### config.mk
export PLATFORM = sky130hd
export DESIGN_NAME = alu_ctrl_seq
export DESIGN_NICKNAME = d
export VERILOG_FILES = /design/src/rtl/alu_ctrl_seq.sv
export SDC_FILE = /design/constraint.sdc
export NUM_CORES = 1
export LEC_CHECK = 0
export ABC_AREA = 1
export BUFFER_PORTS_ARGS = -buffer_cell sky130_fd_sc_hd__buf_2
export CORE_MARGIN = 2
export CORE_UTILIZATION = 40
export DETAILED_ROUTE_END_ITERATION = 8
export PLACE_DENSITY = 0.62
export SETUP_SLACK_MARGIN = 0.02
export SKIP_CTS_REPAIR_TIMING = 1
export SYNTH_ARGS = -nofsm -noshare
export SYNTH_HDL_FRONTEND = slang
export SYNTH_SLANG_ARGS = --single-unit
export TNS_END_PERCENT = 30
### constraint.sdc
create_clock -name clk -period 2 [get_ports clk]
set_input_delay 0.3 -clock clk [delete_from_list [all_inputs] [get_ports clk]]
set_output_delay 0.3 -clock clk [all_outputs]
set_load 0.02 [all_outputs]
### src/rtl/alu_ctrl_seq.sv
// alu_ctrl_seq: registered EX-stage ALU control decode with a countdown sequencer for shared mult/div HI/LO
module alu_ctrl_seq #(
  parameter int CTRL_W = 4,
  parameter int MUL_CYCLES = 4,
  parameter int DIV_CYCLES = 32,
  parameter int CNT_W = 6
) (
  input  logic              clk,
  input  logic              rst,
  input  logic              valid_in,
  input  logic [2:0]        alu_op,
  input  logic [5:0]        func,
  input  logic              ex_stall,
  input  logic              flush,
  output logic [CTRL_W-1:0] alu_ctr,
  output logic              ctr_valid,
  output logic              illegal,
  output logic [1:0]        hilo_rd,
  output logic              md_start,
  output logic [1:0]        md_sel,
  output logic              md_busy,
  output logic              hilo_we,
  output logic              stall_req
);
  typedef enum logic {IDLE, RUN} state_t;
  localparam logic [3:0] C_AND = 4'd0, C_OR = 4'd1, C_ADD = 4'd2, C_XOR = 4'd3,
    C_NOR = 4'd4, C_SLL = 4'd5, C_SUB = 4'd6, C_SLT = 4'd7, C_SLTU = 4'd8,
    C_SRL = 4'd9, C_SRA = 4'd10, C_PASS = 4'd11;
  state_t state, state_nx;
  logic [CNT_W-1:0] cnt, cnt_nx;
  logic [3:0] code;
  logic bad, is_hi, is_lo, is_md, hazard, accept, launch, done;
  always_comb begin
    code = C_ADD;
    bad = 1'b0;
    is_hi = 1'b0;
    is_lo = 1'b0;
    is_md = 1'b0;
    case (alu_op)
      3'b001: code = C_SUB;
      3'b010: code = C_AND;
      3'b011: code = C_OR;
      3'b101: code = C_SLT;
      3'b110: code = C_PASS;
      3'b111: code = C_XOR;
      3'b100:
        case (func)
          6'b100000, 6'b100001: code = C_ADD;
          6'b100010, 6'b100011: code = C_SUB;
          6'b100100: code = C_AND;
          6'b100101: code = C_OR;
          6'b100110: code = C_XOR;
          6'b100111: code = C_NOR;
          6'b101010: code = C_SLT;
          6'b101011: code = C_SLTU;
          6'b000000: code = C_SLL;
          6'b000010: code = C_SRL;
          6'b000011: code = C_SRA;
          6'b010000: begin
            code = C_PASS;
            is_hi = 1'b1;
          end
          6'b010010: begin
            code = C_PASS;
            is_lo = 1'b1;
          end
          6'b011000, 6'b011001, 6'b011010, 6'b011011: is_md = 1'b1;
          default: bad = 1'b1;
        endcase
      default: code = C_ADD;
    endcase
  end
  assign md_busy = (state == RUN);
  assign hazard = valid_in & (is_hi | is_lo | is_md) & md_busy;
  assign stall_req = hazard;
  assign accept = valid_in & ~ex_stall & ~flush & ~hazard;
  // hazard blocks md ops while busy, so a launch always comes from IDLE
  assign launch = accept & is_md;
  assign done = md_busy & (cnt == '0);
  always_comb begin
    state_nx = state;
    cnt_nx = cnt;
    if (state == IDLE) begin
      if (launch) begin
        state_nx = RUN;
        cnt_nx = func[1] ? CNT_W'(DIV_CYCLES - 1) : CNT_W'(MUL_CYCLES - 1);
      end
    end else if (done)
      state_nx = IDLE;
    else
      cnt_nx = cnt - 1'b1;
  end
  always_ff @(posedge clk or posedge rst) begin
    if (rst) begin
      state <= IDLE;
      cnt <= '0;
      alu_ctr <= CTRL_W'(C_ADD);
      ctr_valid <= 1'b0;
      illegal <= 1'b0;
      hilo_rd <= 2'b00;
      md_sel <= 2'b00;
      md_start <= 1'b0;
      hilo_we <= 1'b0;
    end else begin
      state <= state_nx;
      cnt <= cnt_nx;
      md_start <= launch;
      hilo_we <= done;
      if (!ex_stall) begin
        ctr_valid <= accept;
        alu_ctr <= accept ? CTRL_W'(code) : CTRL_W'(C_ADD);
        illegal <= accept & bad;
        hilo_rd <= accept ? {is_hi, is_lo} : 2'b00;
        if (launch) md_sel <= func[1:0];
      end
    end
  end
endmodule

==> metrics.md <==
| Metric | Value |
|---|---|
| Status | `finished clean` |
| Initial antenna violation count | `0` |
| First-pass GRT wire length | `4570 um` |
| Die area | `3550 um^2` |
| Clock latency on the worst-skew pair | `300 ps` |
| CP max FO | `5` |
| Starting Density | `41.1%` |
| Via count | `1130` |
| Worst Path Arrival | `1280 ps` |
| RSZ-0062 raised after global routing | `false` |
| Max-cap violations | `0` |
| Max Clock Skew | `12.3 ps` |
| P_leak | `0.826 nW` |
| CP peak stage delay | `170 ps` |
| Final Wtd Congestion | `0.838` |
| DRT iter0 DRCs | `92` |
| Nets | `212` |
| Number of synthesized flops with an enable pin | `0` |
| Post-Synth Adder-Cell Area | `1.01%` |
| Net Count, Synth | `181` |
| CTS Buffer Depth | `2` |
| Final instance area | `1420 um^2` |
| Hold Vio Cnt, Final | `0` |
| TNS Setup | `0 ps` |
| Top-count cell post-synth | `nand2_1` |
| Worst-path cell chain | `buf_2 > nor2_2 > nand2_1 > inv_1 > nand4_2 > inv_1 > buf_2` |
| VDD IR max | `455 uV` |
| CP max-delay cell | `inv_1` |
| Antenna Cells | `0` |
| Largest family of logic cells by synthesized area | `simple AND/OR/NAND/NOR gates` |
| Required @ worst endpoint | `1700 ps` |
| Clk slew on worst S/H paths | `110 ps` |
| Yosys top cell by area | `dfrtp_1` |
| Simple-gate share of the synthesized area | `35.5%` |
| Cell Rows | `20` |
| Worst min-delay path class | `input pin to asynchronous set/reset pin` |
| Input/output buffers | `27` |
| DIE WIDTH | `59.6 um` |
| Drt drc | `0` |
| Minimum clock period | `1580 ps` |
| Critical path launch point type | `input pin` |
| Slew Viols, Final | `0` |
| Synth async-reset ratio | `100%` |
| Yosys top cell area share | `36.5%` |
| Yosys reg bits | `19` |
| Vias in the first global route | `1096` |
| Syn. warnings | `0` |
| Syn Std Cell Area | `1230 um^2` |
| CTS tree | `built` |
| Slew @ Worst Pin | `721 ps` |
| Power per Cell Area | `688 nW/um^2` |
| Buf/Inv on CP | `4` |
| Clock Sinks | `19` |
| Via density | `4.93` |
| Remaining Overflow, GRT | `0` |
| Total length of routed wires | `2650 um` |
| Fraction of final layout cells sized beyond drive strength 1 | `27.0%` |
| Gr usage total | `17.0%` |
| Synth cell count leaders | `45 x nand2_1, 23 x inv_1, 18 x dfrtp_1` |
| Core area | `3000 um^2` |
| Post-synthesis mux area share | `0%` |
| Register area share after synthesis | `38.6%` |
| ANT nets after route | `0` |
| Synth area leaders | `dfrtp_1 36%, nand2_1 14%, inv_1 7.0%, nand3_1 6.1%, nor2_1 5.2%` |
| Drt pass-1 iters | `4` |
| Largest delay contributor family on the critical path | `buffers and inverters` |
| Clock root cell | `clkbuf_4` |
| Slew headroom | `51.9%` |
| Final period util | `78.8%` |
| CP Capture Type | `output pin` |
| Dpl hpwl | `2160 um` |
| Fmax | `0.634 GHz` |
| WL/cell | `11.6 um` |
| Layout area overhead | `15.3%` |
| Placed Area | `1400 um^2` |
| Post-synthesis xor/xnor area fraction | `2.13%` |
| Num CTS Buffers | `3` |
| Finish-stage setup viols | `0` |
| Distinct cells, synth | `27` |
| Die height | `59.6 um` |
| Largest net degree at the start of global routing | `20` |
| Mapped Cells | `166` |
| Critical path class | `input pin to output pin` |
| H-tree levels | `1` |
| Post-synth top flop | `dfrtp_1` |
| Post-synthesis compound-gate area fraction | `12.9%` |
| I/O pins | `28` |
| Post-synthesis average cell area | `7.44 um^2` |
[state kept, by name, indices dropped and copies added (netlist names)]
| name | count |
|---|---|
| cnt | 6 |
| hilo_we | 1 |
| ctr_valid | 1 |
| hilo_rd | 2 |
| md_sel | 2 |
| illegal | 1 |
| md_start | 1 |
| alu_ctr | 4 |
| md_busy | 1 |
[metrics by stage]
stage / hold WS [ps] / setup WS [ps] / power (W) / utilization (%) / std cells
final: 96.7 / 423 / 0.000980 / 47.4 / 229
after global routing: 166 / 268 / 0.00106 / 47.4 / 229
after detailed placement: 463 / 431 / 0.000800 / 46.5 / 225
after global placement: 450 / 435 / 0.000789 / 46.5 / 225
after floorplan: 250 / 564 / 0.000721 / - / 166
after CTS: 132 / 419 / 0.000993 / 47.4 / 229
[cell families after synthesis]
logic type	Yosys count
and+or+nand+nor	92
buffers and inverters	28
AOI/OAI and AO/OA	23
DFF	19
xor gates and xnor gates	3
adders and majority gates	1
[worst paths after layout]
check	startpoint	endpoint	slack [ps]	cells after the start
worst min-delay path	rst	ctr_valid$_DFFE_PP0N_	100	2
max in group asynchronous	rst	md_sel[1]$_DFFE_PP0P_	1440	2
worst max register to register	cnt[0]$_DFFE_PP0P_	cnt[2]$_DFFE_PP0P_	430	11
min in group clk	ex_stall	alu_ctr[3]$_DFFE_PP0N_	300	3
worst min register to register	ctr_valid$_DFFE_PP0N_	ctr_valid$_DFFE_PP0N_	490	2
worst max-delay path	alu_op[1]	stall_req	420	7
[area by class of cell]
class / instances / area (um^2)
tap: 33 / 41.3
inverter: 27 / 109
timing repair buffer: 27 / 135
multi-input combinational: 119 / 636
clock buffer: 4 / 26.3
fill: 321 / 1580
sequential: 19 / 477
[per-layer routing]
layer	GRT usage [%]	routed length, um	part of all wire [%]
met5	0	0	0
met4	3.81	19	0.72
met3	4.37	121	4.6
met2	29.8	1300	49
met1	20.8	1220	46
[report_power, final]
part	internal [W]	total, W	switching, W	leakage [nW]
combinational	0.000122	0.000302	0.000180	0.559
clock	0.0000777	0.000192	0.000114	0.0150
sequential	0.000441	0.000486	0.0000447	0.251
total	0.000640	0.000980	0.000340	0.826
[layout by cell type, fill, tap and decap left out, drive strengths merged]
cell	count
dfstp	1
dfrtp	18
o31ai	1
a31o	1
xnor2	2
a21boi	4
nor2	23
nand3	15
a21oi	5
inv	26
clkinv	1
o211ai	2
ha	1
nand4	1
xor2	1
buf	27
nand2	49
clkbuf	4
nor3	4
o21ai	10
No activity file was read; power rests on OpenSTA's default activity.
